## config.mk

```make
export PLATFORM = sky130hd
export DESIGN_NAME = axil2wb_bridge
export DESIGN_NICKNAME = d
export VERILOG_FILES = /design/src/rtl/axi_wb_pkg.sv /design/src/rtl/axil2wb_skid.sv /design/src/rtl/axil2wb_bridge.sv
export SDC_FILE = /design/constraint.sdc
export NUM_CORES = 1
export LEC_CHECK = 0
export BUFFER_PORTS_ARGS = -buffer_cell sky130_fd_sc_hd__buf_4
export CORE_MARGIN = 3
export CORE_UTILIZATION = 45
export DETAILED_ROUTE_END_ITERATION = 16
export GPL_ROUTABILITY_DRIVEN = 0
export PLACE_DENSITY_LB_ADDON = 0.15
export SYNTH_ARGS = -nofsm -noshare
export SYNTH_HDL_FRONTEND = slang
export SYNTH_SLANG_ARGS = --single-unit
```

## constraint.sdc

```tcl
create_clock -name clk_i -period 5 [get_ports clk_i]
set_input_delay 0.5 -clock clk_i [delete_from_list [all_inputs] [get_ports clk_i]]
set_output_delay 0.5 -clock clk_i [all_outputs]
set_load 0.02 [all_outputs]
```

## src/rtl/axi_wb_pkg.sv

```systemverilog
// Shared definitions for the AXI4-lite to Wishbone bridge.
package axi_wb_pkg;

  localparam int AXI_DW     = 32;
  localparam int AXI_AW     = 32;
  localparam int TMO_CYCLES = 1024;

  localparam logic [1:0] RESP_OKAY   = 2'b00;
  localparam logic [1:0] RESP_SLVERR = 2'b10;

  typedef enum logic [2:0] {
    IDLE,
    WB_WR,
    WB_RD,
    B_RESP,
    R_RESP
  } state_e;

endpackage

```

## src/rtl/axil2wb_skid.sv

```systemverilog
// Single-entry holding register: accepts one beat, releases it on pop.
module axil2wb_skid #(
  parameter int W = 32
) (
  input  logic         clk_i,
  input  logic         rst_ni,
  input  logic         valid_i,
  input  logic [W-1:0] data_i,
  output logic         ready_o,
  input  logic         pop_i,
  output logic         full_o,
  output logic [W-1:0] data_o
);

  logic         full_q;
  logic [W-1:0] data_q;

  // Capture on handshake; release when the consumer launches the transaction
  always_ff @(posedge clk_i or negedge rst_ni) begin
    if (!rst_ni) begin
      full_q <= 1'b0;
      data_q <= '0;
    end else if (valid_i && !full_q) begin
      full_q <= 1'b1;
      data_q <= data_i;
    end else if (pop_i) begin
      full_q <= 1'b0;
    end
  end

  assign ready_o = !full_q;
  assign full_o  = full_q;
  assign data_o  = data_q;

endmodule

```

## src/rtl/axil2wb_bridge.sv

```systemverilog
// AXI4-lite slave to Wishbone classic master, one transaction in flight,
// fair read/write arbitration and a bus-hang timeout.
module axil2wb_bridge
  import axi_wb_pkg::*;
#(
  parameter int C_AXI_DATA_WIDTH = AXI_DW,
  parameter int C_AXI_ADDR_WIDTH = AXI_AW,
  parameter int TIMEOUT_CYCLES   = TMO_CYCLES
) (
  input  logic                          clk_i,
  input  logic                          rst_ni,
  input  logic                          i_axi_awvalid,
  output logic                          o_axi_awready,
  input  logic [C_AXI_ADDR_WIDTH-1:0]   i_axi_awaddr,
  input  logic                          i_axi_wvalid,
  output logic                          o_axi_wready,
  input  logic [C_AXI_DATA_WIDTH-1:0]   i_axi_wdata,
  input  logic [C_AXI_DATA_WIDTH/8-1:0] i_axi_wstrb,
  output logic                          o_axi_bvalid,
  input  logic                          i_axi_bready,
  output logic [1:0]                    o_axi_bresp,
  input  logic                          i_axi_arvalid,
  output logic                          o_axi_arready,
  input  logic [C_AXI_ADDR_WIDTH-1:0]   i_axi_araddr,
  output logic                          o_axi_rvalid,
  input  logic                          i_axi_rready,
  output logic [C_AXI_DATA_WIDTH-1:0]   o_axi_rdata,
  output logic [1:0]                    o_axi_rresp,
  output logic                          o_wb_rst,
  output logic                          o_wb_cyc,
  output logic                          o_wb_stb,
  output logic                          o_wb_we,
  output logic [C_AXI_ADDR_WIDTH-3:0]   o_wb_adr,
  output logic [C_AXI_DATA_WIDTH-1:0]   o_wb_dat,
  output logic [C_AXI_DATA_WIDTH/8-1:0] o_wb_sel,
  input  logic [C_AXI_DATA_WIDTH-1:0]   i_wb_dat,
  input  logic                          i_wb_ack,
  input  logic                          i_wb_err
);

  localparam int DW = C_AXI_DATA_WIDTH;
  localparam int SW = C_AXI_DATA_WIDTH / 8;
  localparam int WA = C_AXI_ADDR_WIDTH - 2;
  localparam int TW = (TIMEOUT_CYCLES > 1) ? $clog2(TIMEOUT_CYCLES) : 1;
  localparam logic [TW-1:0] TMO_LAST = TW'((TIMEOUT_CYCLES > 0) ? TIMEOUT_CYCLES - 1 : 0);

  logic          aw_full, w_full, ar_full;
  logic [WA-1:0] aw_adr, ar_adr;
  logic [SW+DW-1:0] w_data;

  state_e        state_q;
  logic          lwr_q;
  logic          cyc_q, stb_q, we_q;
  logic [WA-1:0] adr_q;
  logic [DW-1:0] dat_q;
  logic [SW-1:0] sel_q;
  logic [TW-1:0] tmo_q;
  logic          bvalid_q, rvalid_q;
  logic [1:0]    bresp_q, rresp_q;
  logic [DW-1:0] rdata_q;
  logic          wb_rst_q;

  // Byte-offset bits are meaningless on a word-addressed bus
  logic unused_addr_lsbs;
  assign unused_addr_lsbs = ^{i_axi_awaddr[1:0], i_axi_araddr[1:0]};

  logic wr_ok, rd_ok, pick_rd, launch_wr, launch_rd, in_wb, tmo_hit, term, ack_ok;

  assign wr_ok     = aw_full && w_full;
  assign rd_ok     = ar_full;
  // On a collision serve the opposite of whatever won the last collision
  assign pick_rd   = rd_ok && (!wr_ok || !lwr_q);
  assign launch_wr = (state_q == IDLE) && wr_ok && !pick_rd;
  assign launch_rd = (state_q == IDLE) && pick_rd;
  assign in_wb     = (state_q == WB_WR) || (state_q == WB_RD);
  assign tmo_hit   = (TIMEOUT_CYCLES != 0) && (tmo_q == TMO_LAST);
  assign term      = in_wb && (i_wb_ack || i_wb_err || tmo_hit);
  // err dominates ack; ack dominates a coincident timeout
  assign ack_ok    = i_wb_ack && !i_wb_err;

  axil2wb_skid #(.W(WA)) u_aw (
    .clk_i(clk_i), .rst_ni(rst_ni), .valid_i(i_axi_awvalid),
    .data_i(i_axi_awaddr[C_AXI_ADDR_WIDTH-1:2]), .ready_o(o_axi_awready),
    .pop_i(launch_wr), .full_o(aw_full), .data_o(aw_adr)
  );

  axil2wb_skid #(.W(SW+DW)) u_w (
    .clk_i(clk_i), .rst_ni(rst_ni), .valid_i(i_axi_wvalid),
    .data_i({i_axi_wstrb, i_axi_wdata}), .ready_o(o_axi_wready),
    .pop_i(launch_wr), .full_o(w_full), .data_o(w_data)
  );

  axil2wb_skid #(.W(WA)) u_ar (
    .clk_i(clk_i), .rst_ni(rst_ni), .valid_i(i_axi_arvalid),
    .data_i(i_axi_araddr[C_AXI_ADDR_WIDTH-1:2]), .ready_o(o_axi_arready),
    .pop_i(launch_rd), .full_o(ar_full), .data_o(ar_adr)
  );

  // Wishbone reset: asserts with rst_ni, releases on the next clock edge
  always_ff @(posedge clk_i or negedge rst_ni) begin
    if (!rst_ni) wb_rst_q <= 1'b1;
    else         wb_rst_q <= 1'b0;
  end

  // Bridge FSM: launch, hold bus until termination, hold AXI response until accepted
  always_ff @(posedge clk_i or negedge rst_ni) begin
    if (!rst_ni) begin
      state_q  <= IDLE;
      lwr_q    <= 1'b1;
      cyc_q    <= 1'b0;
      stb_q    <= 1'b0;
      we_q     <= 1'b0;
      adr_q    <= '0;
      dat_q    <= '0;
      sel_q    <= '0;
      tmo_q    <= '0;
      bvalid_q <= 1'b0;
      rvalid_q <= 1'b0;
      bresp_q  <= RESP_OKAY;
      rresp_q  <= RESP_OKAY;
      rdata_q  <= '0;
    end else begin
      case (state_q)
        IDLE: begin
          if (launch_wr) begin
            state_q <= WB_WR;
            cyc_q   <= 1'b1;
            stb_q   <= 1'b1;
            we_q    <= 1'b1;
            adr_q   <= aw_adr;
            dat_q   <= w_data[DW-1:0];
            sel_q   <= w_data[SW+DW-1:DW];
            tmo_q   <= '0;
            if (rd_ok) lwr_q <= 1'b0;
          end else if (launch_rd) begin
            state_q <= WB_RD;
            cyc_q   <= 1'b1;
            stb_q   <= 1'b1;
            we_q    <= 1'b0;
            adr_q   <= ar_adr;
            sel_q   <= '1;
            tmo_q   <= '0;
            if (wr_ok) lwr_q <= 1'b1;
          end
        end
        WB_WR, WB_RD: begin
          if (term) begin
            cyc_q <= 1'b0;
            stb_q <= 1'b0;
            we_q  <= 1'b0;
            if (state_q == WB_WR) begin
              state_q  <= B_RESP;
              bvalid_q <= 1'b1;
              bresp_q  <= ack_ok ? RESP_OKAY : RESP_SLVERR;
            end else begin
              state_q  <= R_RESP;
              rvalid_q <= 1'b1;
              rresp_q  <= ack_ok ? RESP_OKAY : RESP_SLVERR;
              rdata_q  <= ack_ok ? i_wb_dat : '0;
            end
          end else begin
            tmo_q <= tmo_q + 1'b1;
          end
        end
        B_RESP: begin
          if (i_axi_bready) begin
            bvalid_q <= 1'b0;
            state_q  <= IDLE;
          end
        end
        R_RESP: begin
          if (i_axi_rready) begin
            rvalid_q <= 1'b0;
            state_q  <= IDLE;
          end
        end
        default: state_q <= IDLE;
      endcase
    end
  end

  assign o_wb_rst     = wb_rst_q;
  assign o_wb_cyc     = cyc_q;
  assign o_wb_stb     = stb_q;
  assign o_wb_we      = we_q;
  assign o_wb_adr     = adr_q;
  assign o_wb_dat     = dat_q;
  assign o_wb_sel     = sel_q;
  assign o_axi_bvalid = bvalid_q;
  assign o_axi_bresp  = bresp_q;
  assign o_axi_rvalid = rvalid_q;
  assign o_axi_rresp  = rresp_q;
  assign o_axi_rdata  = rdata_q;

endmodule

```

Word level (Yosys, flattened, before mapping)
Index checks and enable logic that the tools add are counted.
Widths: inputs -> output; s select.
{"block": "totals", "output_inout_bits": 111, "register_bits": 220, "wordCells": 116}
{"block": "op_classes", "n_bitwise": 1, "reduce_logical": 41, "n_addsub": 1, "muxes": 40, "eq_ne": 13}
{"cell": "$mux 30", "n": 2}
{"cell": "$mux 32", "n": 1}
{"cell": "$mux 10", "n": 3}
{"cell": "$pmux 10 s2", "n": 1}
{"cell": "$mux 1", "n": 19}
{"cell": "$mux 3", "n": 6}
{"cell": "$reduce_and 4->1", "n": 4}
{"cell": "$reduce_bool 2->1", "n": 8}
{"cell": "$ne 2x2->1 const B", "n": 6}
{"cell": "$pmux 3 s4", "n": 1}
{"cell": "$reduce_and 3->1", "n": 4}
{"cell": "$add 10x1->10 const B", "n": 1}
{"cell": "$eq 10x10->1 const B", "n": 1}
{"cell": "$logic_and 1x1->1", "n": 10}
{"cell": "$mux 4", "n": 2}
{"cell": "$pmux 1 s2", "n": 4}
{"cell": "$logic_not 1->1", "n": 7}
{"cell": "$eq 3x2->1 const B", "n": 2}
{"cell": "$logic_or 1x1->1", "n": 4}
{"cell": "$reduce_and 2->1", "n": 2}
{"cell": "$eq 3x1->1 const B", "n": 1}
{"cell": "$eq 3x3->1 const B", "n": 1}
{"cell": "$logic_not 3->1", "n": 1}
{"cell": "$ne 3x3->1 const B", "n": 1}
{"cell": "other kinds (4)", "n": 4}

Longest topological paths before layout
Gate-level depths: netlist (run 1).
{"block": "depth", "word_depth": 8, "ltp_mapped": 7, "ltp_nobuf": 5}

Modules after synthesis
Synthesis (run 1) repeated with hierarchy kept, for this count alone.
{"block": "hier_totals", "hier_cells": 660, "hier_area_um2": 9073.7}
{"module": "axil2wb_bridge", "n_inst": 1, "cells_each": 446, "seq_area_each_um2": 2980.4, "area_each_um2": 5203.7}
{"module": "axil2wb_skid at u_ar ...", "n_inst": 2, "cells_each": 67, "seq_area_each_um2": 775.7, "area_each_um2": 1179.9}
{"module": "axil2wb_skid at u_w", "n_inst": 1, "cells_each": 80, "seq_area_each_um2": 925.9, "area_each_um2": 1510.2}

Worst setup path before layout (run 1)
OpenSTA, ideal clock, no wires.
{"block": "synth_timing", "path_type": "reg2reg", "startpoint": "reg tmo_q[0]", "endpoint": "reg state_q[1]", "setup_time_ps": 125, "required_time_ps": 4875, "path_buffers": 1, "path_stages_with_launch": 7, "path_slack_ps": 3013, "synth_period_minus_slack_ps": 1987, "arrival_time_ps": 1861, "cell_sequence": "dfrtp_1 -> ha_1 -> nand3_1 -> or4_4 -> buf_6 -> a221o_1 -> mux2_4"}
{"block": "synth_via", "elab_chain_len": 5}
{"item": "start, declared", "line_no": "axil2wb_bridge.sv:57", "rtl": "logic [TW-1:0] tmo_q;"}
{"item": "start signal, assigned", "line_no": "axil2wb_bridge.sv:162", "rtl": "tmo_q <= tmo_q + 1'b1;"}
{"item": "$eq 10x10->1", "line_no": "axil2wb_bridge.sv:76", "rtl": "assign tmo_hit = (TIMEOUT_CYCLES != 0) && (tmo_q == TMO_LAST);"}
{"item": "$logic_or 1x1->1", "line_no": "axil2wb_bridge.sv:77", "rtl": "assign term = in_wb && (i_wb_ack || i_wb_err || tmo_hit);"}
{"item": "$logic_and 1x1->1", "line_no": "axil2wb_bridge.sv:77"}
{"item": "$ne 2x2->1 (no source line)"}
{"item": "$reduce_and 4->1 (no source line)"}
{"item": "end signal, assigned", "line_no": "axil2wb_bridge.sv:108", "rtl": "state_q <= IDLE;"}
{"item": "end signal, assigned", "line_no": "axil2wb_bridge.sv:126", "rtl": "state_q <= WB_WR;"}
{"item": "end signal, assigned", "line_no": "axil2wb_bridge.sv:136", "rtl": "state_q <= WB_RD;"}
{"item": "end, declared", "line_no": "axil2wb_bridge.sv:51", "rtl": "state_e state_q;"}
No other way between the ends.
A chain may end at the register's enable or synchronous reset.

Worst setup path after layout (run 1)
{"block": "layout_timing", "startpoint": "reg tmo_q[0]", "endpoint": "reg rdata_q[31] (netlist: o_axi_rdata[31])"}
{"block": "layout_via", "elab_chain_len": 4}
{"item": "$eq 10x10->1", "line_no": "axil2wb_bridge.sv:76"}
{"item": "$logic_or 1x1->1", "line_no": "axil2wb_bridge.sv:77"}
{"item": "$logic_and 1x1->1", "line_no": "axil2wb_bridge.sv:77"}
{"item": "$reduce_and 3->1 (no source line)"}
{"item": "end signal, assigned", "line_no": "axil2wb_bridge.sv:159", "rtl": "rdata_q <= ack_ok ? i_wb_dat : '0;"}
{"item": "end, declared", "line_no": "axil2wb_bridge.sv:60", "rtl": "logic [DW-1:0] rdata_q;"}
No other way between the ends.

==> results.sh, run 1 <==
export IMPL_die_h_um=144
export IMPL_drv_slew=0
export IMPL_reg2reg_from="tmo_q[0]"
export IMPL_io_buffers=245
export IMPL_initial_utilization_pct=46.9
export IMPL_synthCells=659
export IMPL_ant_nets=0
export IMPL_crit_path_end_kind="register"
export IMPL_cts_buffers=23
export IMPL_grt_pass1_wl_um=32800
export IMPL_area_delta_synth_final_pct=32.1
export IMPL_postRouteWirelength_um=21000
export IMPL_grt_pass1_vias=6382
export IMPL_async_flop_share_pct=100
export IMPL_slew_headroom_pct=23.6
export IMPL_avgRoutedWirePerCell_um=18.4
export IMPL_power_leakage_nw=5.71
export IMPL_cp_start_kind="register"
export IMPL_syn_area_per_cell_um2=13.1
export IMPL_worst_pin_slew_ns=1.14
export IMPL_fmax_mhz=341
export IMPL_initialDrtViolationCount=199
export IMPL_cp_endpoint="o_axi_rdata[31]"
export IMPL_core_um2=18400
export IMPL_drc=0
export IMPL_ys_warn_count=0
export IMPL_vias=6140
export IMPL_ff_latch_area_um2=5460
export IMPL_clk_latency_ns=0.50
export IMPL_dr_pass1_iters=4
export IMPL_cts_tree="yes"
export IMPL_synth_top_cell_area_share_pct=62.7
export IMPL_antenna_found_initial=0
export IMPL_r2r_end="o_axi_rdata[31]"
export IMPL_setup_viol=0
export IMPL_synth_edf_count=0
export IMPL_die_x_um=144
export IMPL_syn_area_um2=8620
export IMPL_track_usage_pct=19.5
export IMPL_fill_cells=1492
export IMPL_multi_input_comb_area_um2=2930
export IMPL_required_ns=5.37
export IMPL_fp_row_count=49
export IMPL_reg2regPathDepth=5
export IMPL_hold_buffers=0
export IMPL_cts_root_buf="clkbuf_16"
export IMPL_cts_clk_slew_worst_paths_ns=0.06
export IMPL_r2r_slack_ns=2.07
export IMPL_clockBufferDepth=3
export IMPL_cts_setup_buffers=0
export IMPL_p_total_mw=7.93
export IMPL_pwr_density_cell_nw_per_um2=696
export IMPL_status="finished, final reports clean"
export IMPL_fin_crit_sh_pct=58.7
export IMPL_final_net_count=1036
export IMPL_cts_repair_resized=0
export IMPL_fin_skew_ns=0.0147
export IMPL_synth_distinct_cells=50
export IMPL_ir_drop_v=0.000381
export IMPL_synth_main_ff_cell="dfrtp_1"
export IMPL_yosysMostFrequentCell="dfrtp_1"
export IMPL_cts_sinks=218
export IMPL_dp_hpwl_um=14400
export IMPL_critPathKind="reg -> reg"
export IMPL_rsz0062_at_grt="false"
export IMPL_hold_viol=0
export IMPL_crit_path_max_fanout=34
export IMPL_via_per_inst=5.39
export IMPL_synthTopCellsByArea="dfrtp_1 63%, mux2_2 13%, a22o_1 6.3%"
export IMPL_cp_startpoint="tmo_q[0]"
export IMPL_n_antenna_cell=0
export IMPL_grt_max_degree=112
export IMPL_fp_dieArea_um2=20900
export IMPL_grt_ovfl_total=0
export IMPL_tns_ns=0
export IMPL_synth_commonest_cells="216 x dfrtp_1, 106 x nand2_1, 97 x mux2_2"
export IMPL_synth_largest_area_cell="dfrtp_1"
export IMPL_pin_count=252
export IMPL_min_path_type="in -> async"
export IMPL_max_cap_violations=0
export IMPL_synth_seq_cells=218
export IMPL_arrival_ns=3.30
export IMPL_ctsHtreeMaxLevel=1
export IMPL_min_period_ns=2.93
export IMPL_layout_drive_gt1_share_pct=44.7
export IMPL_synth_seq_area_share_pct=63.3
[cell usage in the layout, fill, tap and decap left out, drive strengths merged, types with 3 or more instances in the layout]
cell type / instances
nand2b: 3
a31oi: 13
dfrtp: 216
nor2b: 4
nand3: 6
a22o: 62
clkbuf: 32
o21ai: 3
a21oi: 3
a221o: 4
and3: 5
nand2: 106
clkinv: 7
mux2: 98
conb: 3
buf: 252
o22a: 5
a21o: 34
nor2: 10
inv: 10
or3: 3
nor3: 5
nand4: 3
[kinds of logic after synthesis]
logic type / count (synthesis) / share of synthesized area [%]
AO/OA/AOI/OAI: 131 / 12.3
multiplexers: 98 / 12.8
adder cells (fa/ha/maj): 1 / 0.145
other: 1 / 0.0435
XOR/XNOR: 3 / 0.305
flip-flops: 218 / 63.3
buffers and inverters: 54 / 3.24
AND/OR/NAND/NOR: 153 / 7.79
[state kept, by name (all words and copies together) (netlist names), 3 cells and up]
name and flops:
u_aw.data_o 30, u_ar.data_o 30, state_q 3, o_wb_dat 32, u_w.data_o 36, o_axi_rdata 32, tmo_q 10, o_wb_adr 30
o_wb_sel 4
[critical path: stages (launching register included)]
cell     delay (ns)
dfrtp_1        0.39
ha_1           0.23
nand3_1        0.18
o41ai_1        0.65
nand2_1        0.84
a22o_1         0.50
[how the worst min path moves through the flow]
stage                   start              to
2_1_floorplan          rst_ni  o_axi_bresp[1]
5_1_grt                rst_ni    o_wb_dat[31]
6_report               rst_ni    o_wb_dat[31]
3_3_place_gp   u_w.data_o[11]    o_wb_dat[11]
4_1_cts                rst_ni    o_wb_dat[28]
3_5_place_dp   u_w.data_o[19]    o_wb_dat[19]
[layer usage]
| layer | vias to the layer above | wire length [um] | global-route usage, % |
|---|---|---|---|
| li1 | 2797 | - | - |
| met1 | 3076 | 8200 | 23.5 |
| met2 | 214 | 10400 | 33.8 |
| met3 | 53 | 1740 | 6.05 |
| met4 | 0 | 627 | 5.79 |
| met5 | - | 0 | 0 |
[report_power, final]
| group | switching [mW] | internal, mW |
|---|---|---|
| clock network | 0.667 | 1.02 |
| logic | 1.62 | 1.52 |
| registers | 0.500 | 2.61 |
| total | 2.78 | 5.15 |
[layout make-up]
class,instances,area share (%)
Clock buffer,31,5.76
Clock inverter,10,0.912
Inverter,9,0.297
Multi-Input combinational cell,389,25.8
Sequential cell,218,47.9
Tap cell,229,2.52
Timing Repair Buffer,253,16.8
[per-stage QoR]
step	worst slack (ns)	instance area, um^2	cells	hold WS, ns	utilization, %
final	2.07	11400	1139	0.0627	61.9
after global routing	1.87	11400	1139	0.132	61.9
after CTS	2.07	11400	1139	0.125	61.9
after detailed placement	2.13	10600	1098	0.450	57.8
after global placement	2.31	10600	1098	0.442	57.8
after floorplan	3.01	8630	661	0.204	-
Note: power is estimated with default switching activity, not from simulation.
==> run 2: changes to the inputs <==
==> constraint.sdc (replaced) <==
create_clock -name clk_i -period 2.9 [get_ports clk_i]
set_input_delay 0.29 -clock clk_i [delete_from_list [all_inputs] [get_ports clk_i]]
set_output_delay 0.29 -clock clk_i [all_outputs]
set_load 0.02 [all_outputs]
==> run 2 against run 1 <==
Effect of this change: global-route usage grew 0.88 points; final cell count grew 2.6%; register-to-register slack lost 1.4 ns; clock skew shrank 0.0065 ns; sequential share of layout area shrank 1.3 points; power grew 76%; critical endpoint is now o_axi_rdata[7]; largest cell class unchanged.
==> results.sh, run 2 (synthesis results as in run 1) <==
export IMPL_postRouteWirelength_um=21800
export IMPL_layout_drive_gt1_share_pct=44.0
export IMPL_worst_pin_slew_ns=1.20
export IMPL_r2r_end="o_axi_rdata[7]"
export IMPL_comb_power_share_pct=39.6
export IMPL_clockBufferDepth=3
export IMPL_hold_viol=0
export IMPL_fp_row_count=49
export IMPL_min_path_type="in -> reg"
export IMPL_final_net_count=1064
export IMPL_fin_crit_sh_pct=76.2
export IMPL_rsz0062_at_grt="false"
export IMPL_initialDrtViolationCount=302
export IMPL_power_leakage_nw=5.86
export IMPL_pwr_density_cell_nw_per_um2=1190
export IMPL_multi_input_comb_area_um2=2930
export IMPL_finalNonFillerCells=1169
export IMPL_fp_dieArea_um2=20900
export IMPL_final_common_cell="buf_4"
export IMPL_met1_length_um=8730
export IMPL_seqPwrFrac_pct=38.5
export IMPL_dr_pass1_iters=5
export IMPL_highest_layer="met4"
export IMPL_met3WireLength_um=1700
export IMPL_arrival_ns=2.59
export IMPL_ant_nets=0
export IMPL_status="finished, final reports clean"
export IMPL_cts_buffers=24
export IMPL_initial_utilization_pct=46.9
export IMPL_crit_path_max_fanout=34
export IMPL_ir_drop_v=0.000661
export IMPL_die_h_um=144
export IMPL_max_cap_violations=0
export IMPL_p_int_mw=9.11
export IMPL_fill_cells=1464
export IMPL_holdWs_ns=0.0162
export IMPL_critPathKind="reg -> reg"
export IMPL_final_util_pct=63.7
export IMPL_layout_common_cells="259 x buf_4, 216 x dfrtp_1, 106 x nand2_1"
export IMPL_reg2regPathDepth=6
export IMPL_fin_skew_ns=0.00816
export IMPL_clk_latency_ns=0.50
export IMPL_n_antenna_cell=0
export IMPL_pin_count=252
export IMPL_area_delta_synth_final_pct=35.9
export IMPL_wl_met2_um=10900
export IMPL_cp_startpoint="tmo_q[0]"
export IMPL_cts_root_buf="clkbuf_16"
export IMPL_r2r_slack_ns=0.69
export IMPL_grt_pass1_vias=6703
export IMPL_grt_pass1_wl_um=34100
export IMPL_cts_sinks=218
export IMPL_dp_slack_ns=0.764
export IMPL_setup_ws_ns=0.691
export IMPL_required_ns=3.28
export IMPL_core_um2=18400
export IMPL_p_sw_share_pct=34.8
export IMPL_io_buffers=245
export IMPL_via_per_inst=5.31
export IMPL_dp_cells=1108
export IMPL_cp_start_kind="register"
export IMPL_grt_ovfl_total=0
export IMPL_antenna_found_initial=0
export IMPL_grt_max_degree=88
export IMPL_track_usage_pct=20.4
export IMPL_crit_path_end_kind="register"
export IMPL_die_x_um=144
export IMPL_power_frac_clock_pct=21.9
export IMPL_cts_tree="yes"
export IMPL_cts_clk_slew_worst_paths_ns=0.06
export IMPL_tns_ns=0
export IMPL_drc=0
export IMPL_setup_viol=0
export IMPL_largest_reg_flops=36
export IMPL_fmax_mhz=453
export IMPL_reg2reg_from="tmo_q[0]"
export IMPL_min_period_ns=2.21
export IMPL_drv_slew=0
export IMPL_ctsHtreeMaxLevel=1
export IMPL_ff_latch_area_um2=5460
export IMPL_switching_power_mw=4.86
export IMPL_slew_headroom_pct=20.1
export IMPL_avgRoutedWirePerCell_um=18.6
export IMPL_vias=6211
export IMPL_dp_hpwl_um=14800
export IMPL_cp_endpoint="o_axi_rdata[7]"
run 2: cell type report:
class                           instances  area share [%]
Multi-Input combinational cell        389            25.1
Clock inverter                          4           0.598
Timing Repair Buffer                  280            18.7
Sequential cell                       218            46.6
Inverter                                9           0.288
Clock buffer                           40            6.33
Tap cell                              229            2.45
run 2: timing repair:
action	in CTS	in global routing
resized for setup	0	0
endpoints found under the setup margin	0	0
endpoints found under the hold margin	99	1
hold buffers	16	1
setup buffers	0	0
run 2: worst min-delay path by stage:
stage | cells past startpoint | end | slack, ns | from
3_5_place_dp | 1 | u_w.data_o[27] | 0.40 | rst_ni
4_1_cts | 2 | u_aw.data_o[25] | 0.00001 | i_axi_awaddr[27]
6_report | 2 | o_axi_rdata[18] | 0.02 | i_wb_dat[18]
3_3_place_gp | 1 | o_wb_dat[28] | 0.39 | rst_ni
5_1_grt | 2 | u_aw.data_o[11] | 0.001 | i_axi_awaddr[13]
2_1_floorplan | 0 | o_axi_bresp[1] | -0.006 | rst_ni
run 2: power groups by stage:
| stage | sequential [mW] | combinational (mW) | clock [mW] |
|---|---|---|---|
| 2_1_floorplan | 5.97 | 2.77 | 0 |
| 3_3_place_gp | 5.31 | 5.39 | 0 |
| 3_5_place_dp | 5.41 | 5.57 | 0 |
| 4_1_cts | 5.37 | 5.60 | 3.13 |
| 5_1_grt | 5.56 | 6.03 | 3.26 |
| 6_report | 5.37 | 5.53 | 3.06 |
run 2: stage by stage:
stage | total power, mW | cell area, um^2
after floorplan | 8.74 | 8630
after global placement | 10.7 | 10700
after detailed placement | 11.0 | 10700
after CTS | 14.1 | 11700
after global routing | 14.8 | 11700
final | 14.0 | 11700
run 2: critical path: stages, from the launching register on:
cell	delay (ns)
dfrtp_1	0.39
ha_1	0.23
nand3_1	0.17
o41ai_1	0.61
nand2_1	0.12
buf_4	0.26
a22o_1	0.29
run 2: metal layers:
metal	up-vias	track usage, %
li1	2853	-
met1	3101	25.5
met2	219	34.8
met3	38	6.02
met4	0	5.45
met5	-	0
